### src/rtl/lc3b_types.sv
// Shared LC3X execute-stage types: data word, ALU opcodes and the
// multiply/divide sequencer states.
package lc3b_types;

    typedef logic [15:0] lc3b_word;

    typedef enum logic [3:0] {
        alu_add,
        alu_and,
        alu_not,
        alu_pass,
        alu_sll,
        alu_srl,
        alu_sra,
        alu_mult,
        alu_div
    } lc3b_aluop;

    typedef enum logic [1:0] {
        IDLE,
        CALC,
        DONE
    } lc3b_muldiv_state;

    localparam int MULDIV_ITER = 16;

endpackage

### src/rtl/muldiv_control.sv
// Sequencer for the iterative multiply/divide unit: three-state FSM plus
// the iteration counter, emitting strobes for the datapath.
module muldiv_control
    import lc3b_types::*;
#(
    parameter int ITER = MULDIV_ITER
) (
    input  logic clk,
    input  logic reset_n,
    input  logic start,
    input  logic valid_op,
    input  logic zero_div,
    output logic load,
    output logic step,
    output logic finish,
    output logic busy,
    output logic done
);

    localparam int CW = (ITER > 1) ? $clog2(ITER) : 1;
    localparam logic [CW-1:0] LAST = CW'(ITER - 1);

    lc3b_muldiv_state state, state_nxt;
    logic [CW-1:0]    cnt;

    always_ff @(posedge clk or negedge reset_n) begin
        if (!reset_n) begin
            state <= IDLE;
            cnt   <= '0;
        end else begin
            // NOTE: sequential state uses non-blocking assignments so every
            // register samples its pre-edge value regardless of block order.
            state <= state_nxt;
            if (load)
                cnt <= '0;
            else if (step)
                cnt <= cnt + 1'b1;
        end
    end

    always_comb begin
        // NOTE: every output gets a default first so no path infers a latch.
        state_nxt = state;
        load      = 1'b0;
        step      = 1'b0;
        finish    = 1'b0;
        case (state)
            IDLE: begin
                if (start && valid_op) begin
                    load      = 1'b1;
                    state_nxt = zero_div ? DONE : CALC;
                end
            end
            CALC: begin
                step = 1'b1;
                if (cnt == LAST) begin
                    finish    = 1'b1;
                    state_nxt = DONE;
                end
            end
            DONE:    state_nxt = IDLE;
            default: state_nxt = IDLE;
        endcase
    end

    // Pure decodes of the state register, so these cannot glitch on inputs.
    assign busy = (state != IDLE);
    assign done = (state == DONE);

endmodule

### src/rtl/muldiv_unit.sv
// Iterative unsigned multiply (shift-add) / divide (restoring) unit for the
// LC3X execute stage; one bit per cycle, results held until the next start.
module muldiv_unit
    import lc3b_types::*;
#(
    parameter int WIDTH = 16,
    parameter int ITER  = WIDTH
) (
    input  logic             clk,
    input  logic             reset_n,
    input  logic             start,
    input  lc3b_aluop        aluop,
    input  logic [WIDTH-1:0] a,
    input  logic [WIDTH-1:0] b,
    output logic             busy,
    output logic             done,
    output logic [WIDTH-1:0] result,
    output logic [WIDTH-1:0] remainder,
    output logic             div_by_zero
);

    logic valid_op, zero_div, load, step, finish;

    assign valid_op = (aluop == alu_mult) || (aluop == alu_div);
    assign zero_div = (aluop == alu_div) && (b == '0);

    muldiv_control #(.ITER(ITER)) u_control (
        .clk      (clk),
        .reset_n  (reset_n),
        .start    (start),
        .valid_op (valid_op),
        .zero_div (zero_div),
        .load     (load),
        .step     (step),
        .finish   (finish),
        .busy     (busy),
        .done     (done)
    );

    // opa: multiplicand (mul) or dividend/quotient shifter (div).
    // opb: multiplier shifter (mul) or divisor (div).
    // acc: product accumulator (mul) or partial remainder (div).
    logic             op_div;
    logic [WIDTH-1:0] opa, opb, opa_nxt, opb_nxt;
    logic [WIDTH:0]   acc, acc_nxt, shifted;
    logic [WIDTH+1:0] trial;
    logic [WIDTH-1:0] mul_sum;
    logic             borrow;

    always_comb begin
        mul_sum = acc[WIDTH-1:0] + opa;
        shifted = {acc[WIDTH-1:0], opa[WIDTH-1]};
        trial   = {1'b0, shifted} - {2'b00, opb};
        borrow  = trial[WIDTH+1];
        acc_nxt = acc;
        opa_nxt = opa;
        opb_nxt = opb;
        if (op_div) begin
            // Restore (keep the shifted value) when the trial subtract borrows.
            acc_nxt = borrow ? shifted : trial[WIDTH:0];
            opa_nxt = {opa[WIDTH-2:0], ~borrow};
        end else begin
            acc_nxt = opb[0] ? {1'b0, mul_sum} : acc;
            opa_nxt = opa << 1;
            opb_nxt = opb >> 1;
        end
    end

    always_ff @(posedge clk or negedge reset_n) begin
        if (!reset_n) begin
            // NOTE: the working registers are reset too; they are few and a
            // known state after an aborted op keeps simulation X-free.
            op_div      <= 1'b0;
            opa         <= '0;
            opb         <= '0;
            acc         <= '0;
            result      <= '0;
            remainder   <= '0;
            div_by_zero <= 1'b0;
        end else if (load) begin
            op_div      <= (aluop == alu_div);
            opa         <= a;
            opb         <= b;
            acc         <= '0;
            div_by_zero <= zero_div;
            if (zero_div) begin
                result    <= '1;
                remainder <= a;
            end
        end else if (step) begin
            opa <= opa_nxt;
            opb <= opb_nxt;
            acc <= acc_nxt;
            if (finish) begin
                result    <= op_div ? opa_nxt : acc_nxt[WIDTH-1:0];
                remainder <= op_div ? acc_nxt[WIDTH-1:0] : '0;
            end
        end
    end

endmodule

### config.mk
export PLATFORM = sky130hd
export DESIGN_NAME = muldiv_unit
export DESIGN_NICKNAME = d
export VERILOG_FILES = /design/src/rtl/lc3b_types.sv /design/src/rtl/muldiv_control.sv /design/src/rtl/muldiv_unit.sv
export SDC_FILE = /design/constraint.sdc
export NUM_CORES = 1
export LEC_CHECK = 0
export ABC_AREA = 1
export BUFFER_PORTS_ARGS = -buffer_cell sky130_fd_sc_hd__buf_2
export CAP_MARGIN = 10
export CORE_MARGIN = 10
export CORE_UTILIZATION = 45
export CTS_BUF_LIST = sky130_fd_sc_hd__clkbuf_4 sky130_fd_sc_hd__clkbuf_8
export CTS_CLUSTER_SIZE = 40
export DETAILED_ROUTE_END_ITERATION = 10
export GPL_TIMING_DRIVEN = 0
export HOLD_SLACK_MARGIN = 0.05
export PLACE_DENSITY = 0.76
export SLEW_MARGIN = 20
export SYNTH_ARGS = -nofsm -noshare
export SYNTH_HDL_FRONTEND = slang
export SYNTH_HIERARCHICAL = 1
export SYNTH_SLANG_ARGS = --single-unit
### constraint.sdc
create_clock -name clk -period 4.52 [get_ports clk]
set_input_delay 0.904 -clock clk [delete_from_list [all_inputs] [get_ports clk]]
set_output_delay 0.904 -clock clk [all_outputs]
set_load 0.005 [all_outputs]
==> impl_metrics.yaml, run 1 <==
sta:
  hold_viol: 0
  setup_viol: 0
  slew_violations: 0
  fin_skew_ns: 0.0119
  layout_min_cycle_time_ns: 3.03
  hold_slack_ns: 0.384
  tightest_slew_ns: 0.717
  slew_headroom: 0.520
  post-route-period-util: 0.671
  finalSetupTns_ns: 0
  fin_ws_ns: 1.49
  max_freq_ghz: 0.330
  rsz0062_at_grt: "no"
placement:
  dpl_worst_slack_ns: 1.13
  hpwl_mm: 14.9
  place_congestion: 0.972
  dpl.cell_count: 1220
  io_buffers: 73
final_layout:
  final_layout_size_suffix_gt1_frac: 0.129
  fin_cells: 1236
  final_net_count: 1124
  num_antenna_cells: 0
  area_growth_syn_to_layout_pct: 12.7
  fillers: 1447
setup_path:
  critPathSlowestCell: "clkbuf_1"
  reg2reg_slack_ns: 2.11
  arrival_ns: 3.27
  cp-start-kind: "input port"
  crit_top_cell: "inv_1"
  slowest_delay_ns: 0.49
  crit_required_ns: 4.76
  worstPathCellList: "buf_2 > nor4_4 > inv_1 > o21ai_0 > nand2_1 > inv_1 > nand2_2 > inv_1 > buf_2 > nor2_2 > inv_1 > clkbuf_1 > o221ai_1"
  worstSetupPathType: "in2reg"
  worstPathMaxFanout: 10
  path_delay_family: "buffers and inverters"
  path_buf_inv: 7
  crit_path_end_kind: "register"
global_routing:
  antenna_found_initial: 0
  grt.total_usage: 0.191
  overflow: 0
  grt_max_degree: 58
  grt_pass1_wl_mm: 30.8
  grt_pass1_vias: 6347
routing:
  dr.pass1.iters: 8
  wl_per_cell_um: 15.2
  remaining_drc_errors: 0
  vias: 6478
  drt-total-wl_mm: 18.7
  initialDrtViolationCount: 579
  routed_via_density: 5.24
  ant_nets: 0
logic_synthesis:
  synth_seq_cells: 88
  yosys_warnings: 6
  synth_edf_count: 0
  postSynthAreaPerCell_um2: 6.69
  synthFlopType: "dfrtp_1"
  yosysSeqAreaShare: 0.341
  ys_types: 40
  syn-num-nets: 1039
  netlist_area_um2: 6460
  syn-instance-count: 966
  synth_async_sr_flop_share: 1.00
power_and_ir_drop:
  powerDensity_nw_per_um2: 805
  leakage_nw: 4.18
  ir_drop_mv: 0.399
clocking:
  cts_sinks: 88
  clock_path_buffers: 2
  htreeDepth: 3
  postCtsSetupRepairBufs: 0
  clk_transition_reported_paths_ns: 0.09
  tritoncts: "built"
  insertion_delay_ns: 0.39
  cts_buffers: 9
  cts_root_buf: "clkbuf_8"
  cts_resized: 0
  ctsHoldBuffers: 0
min_path:
  hp-class: "in2async"
die:
  initial_utilization: 0.462
  core_um2: 14000
  die-area_um2: 19500
  io_pins: 74
  die_width_um: 140
  placementRows: 43
  dieHeight_um: 140
run:
  drv_cap: 0
outcome:
  outcome: "finished clean"
-- cell families after synthesis --
logic type	share of synthesized area
and+or+nand+nor	0.347
adders and majority gates	0.0682
AOI/OAI and AO/OA	0.126
xor gates and xnor gates	0.0149
DFF	0.341
buffers and inverters	0.103
-- worst reg2reg max path, stage by stage (launching register included) --
cell	delay [ns]
dfrtp_1	0.42
nor2_1	0.16
nand2_2	0.13
inv_1	0.14
buf_2	0.30
nor2_2	0.19
inv_1	0.20
clkbuf_1	0.49
o221ai_1	0.21
-- sequential cells by signal, summed over array words and instances (netlist names) --
signal	flops
acc	16
opa	16
opb	16
remainder	16
result	16
u_control/cnt	4
u_control/state	2
div_by_zero	1
op_div	1
-- synthesized netlist by cell type (all sizes together), types with 8 or more instances --
cell type / n / area share
nand3b: 17 / 0.020
o211ai: 15 / 0.017
nand3: 67 / 0.053
o21ai: 42 / 0.035
nand2: 346 / 0.21
dfrtp: 88 / 0.34
inv: 133 / 0.077
clkbuf: 14 / 0.0081
o221ai: 14 / 0.019
a21oi: 63 / 0.049
buf: 17 / 0.017
ha: 32 / 0.062
nor2: 81 / 0.049
xnor2: 8 / 0.011
-- cell usage in the layout, fill, tap and decap left out, types with 17 or more instances in the layout --
cell,n
a21oi_1,62
nand2_1,337
o21ai_0,36
buf_2,85
nor2_1,77
ha_1,32
nand3_1,65
dfrtp_1,88
nand3b_1,17
inv_1,127
-- metrics by stage --
stage | instance area [µm²] | power, W | utilization
after global placement | 7050 | 0.00517 | 0.504
after global routing | 7280 | 0.00648 | 0.520
final | 7280 | 0.00586 | 0.520
after CTS | 7280 | 0.00584 | 0.520
after floorplan | 6460 | 0.00423 | -
after detailed placement | 7080 | 0.00524 | 0.506
-- power breakdown --
part | leakage, nW | total, W | internal [W] | switching [W]
sequential | 1.16 | 0.00136 | 0.00110 | 0.000261
combinational | 2.92 | 0.00391 | 0.00142 | 0.00249
clock | 0.101 | 0.000586 | 0.000268 | 0.000317
-- area by class of cell --
cell class,count,area [µm²],share of cell area
multi-input cells,712,3590,0.493
clock inverters,5,56.3,0.00773
plain buffers,31,160,0.0220
clock buffers,11,139,0.0191
repair buffers,74,399,0.0548
flip-flops and latches,88,2200,0.303
inverters,135,507,0.0696
well taps,180,225,0.0309
-- layer usage --
metal / wire length (µm) / vias up / global-route usage
met4: 597 / 0 / 0.0761
met5: 0 / - / 0
met3: 1070 / 34 / 0.0350
li1: - / 3256 / -
met2: 8980 / 215 / 0.324
met1: 8100 / 2973 / 0.234
-- worst paths after layout --
path	from	end	cells after the start
max in group asynchronous	reset_n	u_control/state[1]	2
worst max register to register	u_control/state[0]	opa[15]	8
worst min register to register	result[15]	result[15]	2
min in group clk	result[15]	result[15]	2
worst min-delay path	reset_n	result[3]	1
worst max-delay path	aluop[1]	opa[15]	13
No activity file was read; power rests on OpenSTA's default activity.
==> inputs of run 2 (changes only) <==
--- a/config.mk
+++ b/config.mk
@@ -15,7 +15,7 @@
 export DETAILED_ROUTE_END_ITERATION = 10
 export GPL_TIMING_DRIVEN = 0
 export HOLD_SLACK_MARGIN = 0.05
-export PLACE_DENSITY = 0.76
+export PLACE_DENSITY = 0.79
 export SLEW_MARGIN = 20
 export SYNTH_ARGS = -nofsm -noshare
 export SYNTH_HDL_FRONTEND = slang
==> constraint.sdc (replaced) <==
create_clock -name clk -period 2.7 [get_ports clk]
set_input_delay 0.54 -clock clk [delete_from_list [all_inputs] [get_ports clk]]
set_output_delay 0.54 -clock clk [all_outputs]
set_load 0.005 [all_outputs]
==> run 2 against run 1 <==
  * Combinational power rose by 69%
  * Die area is the same
  * First-iteration DRC count down 13%
  * Highest routed layer unchanged
==> impl_metrics.yaml, run 2 (same netlist as run 1, synthesis figures left out) <==
power_and_ir_drop:
  powerDensity_nw_per_um2: 1340
  seqPwrFrac: 0.233
  fin_total_pwr_w: 0.00977
  pwr-share-comb: 0.675
  ir_drop_mv: 0.614
  switching_share: 0.531
  clockPowerShare: 0.092
  switchingPower_w: 0.00519
  leakage_nw: 4.18
  p_int_w: 0.00458
sta:
  post-route-period-util: 0.912
  rsz0062_at_grt: "no"
  setup_viol: 0
  hold_viol: 0
  layout_min_cycle_time_ns: 2.46
  tightest_slew_ns: 0.652
  slew_violations: 0
  slew_headroom: 0.564
  finalSetupTns_ns: 0
  fin_skew_ns: 0.0208
  max_freq_ghz: 0.406
  fin_ws_ns: 0.238
clocking:
  cts_resized: 0
  tritoncts: "built"
  ctsHoldBuffers: 0
  cts_root_buf: "clkbuf_8"
  clk_transition_reported_paths_ns: 0.10
  insertion_delay_ns: 0.39
  clock_path_buffers: 2
  cts_buffers: 9
  htreeDepth: 3
  postCtsSetupRepairBufs: 0
  cts_sinks: 88
routing:
  remaining_drc_errors: 0
  wl_per_cell_um: 15.3
  routed_via_density: 5.22
  ant_nets: 0
  initialDrtViolationCount: 502
  vias: 6451
  dr.pass1.iters: 5
  drt-total-wl_mm: 18.9
setup_path:
  arrival_ns: 2.70
  critPathSlowestCell: "nor4_4"
  cp-start-kind: "input port"
  worstPathMaxFanout: 10
  path_buf_inv: 7
  worstSetupPathType: "in2reg"
  crit_required_ns: 2.94
  path_delay_family: "buffers and inverters"
  worstPathCellList: "buf_2 > nor4_4 > inv_1 > o21ai_0 > nand2_1 > inv_1 > nand2_2 > inv_1 > buf_2 > nor2_2 > inv_1 > clkbuf_2 > o221ai_1"
  crit_path_end_kind: "register"
  crit_top_cell: "inv_1"
  slowest_delay_ns: 0.32
die:
  die_width_um: 140
  dieHeight_um: 140
  io_pins: 74
  placementRows: 43
  die-area_um2: 19500
  core_um2: 14000
  initial_utilization: 0.462
final_layout:
  utilization: 0.520
  fin_cells: 1236
  layout_common_cells: "nand2_1, inv_1, dfrtp_1"
  layout_commonest_cell: "nand2_1"
  area_growth_syn_to_layout_pct: 12.6
  final_net_count: 1124
  final_layout_size_suffix_gt1_frac: 0.135
  num_antenna_cells: 0
placement:
  dpl.cell_count: 1220
  io_buffers: 73
  dpl_worst_slack_ns: -0.377
  hpwl_mm: 15.2
  place_congestion: 0.945
global_routing:
  overflow: 0
  grt_pass1_vias: 6345
  grt_pass1_wl_mm: 31.5
  grt.total_usage: 0.195
  antenna_found_initial: 0
  grt_max_degree: 54
min_path:
  hp-class: "in2async"
outcome:
  outcome: "finished clean"
run:
  drv_cap: 0
==> run 2: cell count changes in the layout (fill, tap and decap cells not counted), sizes merged <==
| cell | delta |
|---|---|
| buf | -2 |
| clkbuf | +1 |
| inv | +1 |
| clkinvlp | +2 |
| bufinv | -1 |
| clkinv | -1 |
==> run 2: layer usage <==
| layer | GRT usage | part of all wire | up-vias |
|---|---|---|---|
| li1 | - | - | 3262 |
| met1 | 0.248 | 0.45 | 2983 |
| met2 | 0.332 | 0.49 | 176 |
| met3 | 0.0276 | 0.046 | 30 |
| met4 | 0.0598 | 0.021 | 0 |
| met5 | 0 | 0 | - |
==> run 2: path summary, 6_finish.rpt <==
path	from	endpoint	slack (ns)	cells past startpoint
setup / recovery	aluop[1]	opa[11]	0.24	13
hold / removal	reset_n	result[3]	0.10	1
setup reg to reg	opa[15]	remainder[12]	0.39	14
hold reg to reg	result[12]	result[12]	0.49	2
max in group asynchronous	reset_n	opb[4]	1.96	2
min in group clk	a[12]	opa[12]	0.38	3
==> run 2: layout make-up <==
class | instances | area (µm²)
fillers | 1418 | 6710
multi-input cells | 712 | 3600
flip-flops and latches | 88 | 2200
inverters | 135 | 507
repair buffers | 74 | 395
well taps | 180 | 225
plain buffers | 31 | 169
clock buffers | 10 | 131
clock inverters | 6 | 51.3
==> run 2: metrics by stage <==
| step | cell area [µm²] | hold WS [ns] |
|---|---|---|
| 2_1_floorplan | 6460 | 0.244 |
| 3_3_place_gp | 7050 | 0.459 |
| 3_5_place_dp | 7080 | 0.462 |
| 4_1_cts | 7260 | 0.118 |
| 5_1_grt | 7280 | 0.142 |
| 6_report | 7280 | 0.100 |
==> run 2: power groups by stage <==
| stage | registers, W | clock network [W] | logic, W |
|---|---|---|---|
| 3_5_place_dp | 0.00231 | 0 | 0.00650 |
| 5_1_grt | 0.00235 | 0.000964 | 0.00756 |
| 3_3_place_gp | 0.00229 | 0 | 0.00637 |
| 2_1_floorplan | 0.00218 | 0 | 0.00490 |
| 6_report | 0.00228 | 0.000898 | 0.00660 |
| 4_1_cts | 0.00228 | 0.000909 | 0.00656 |
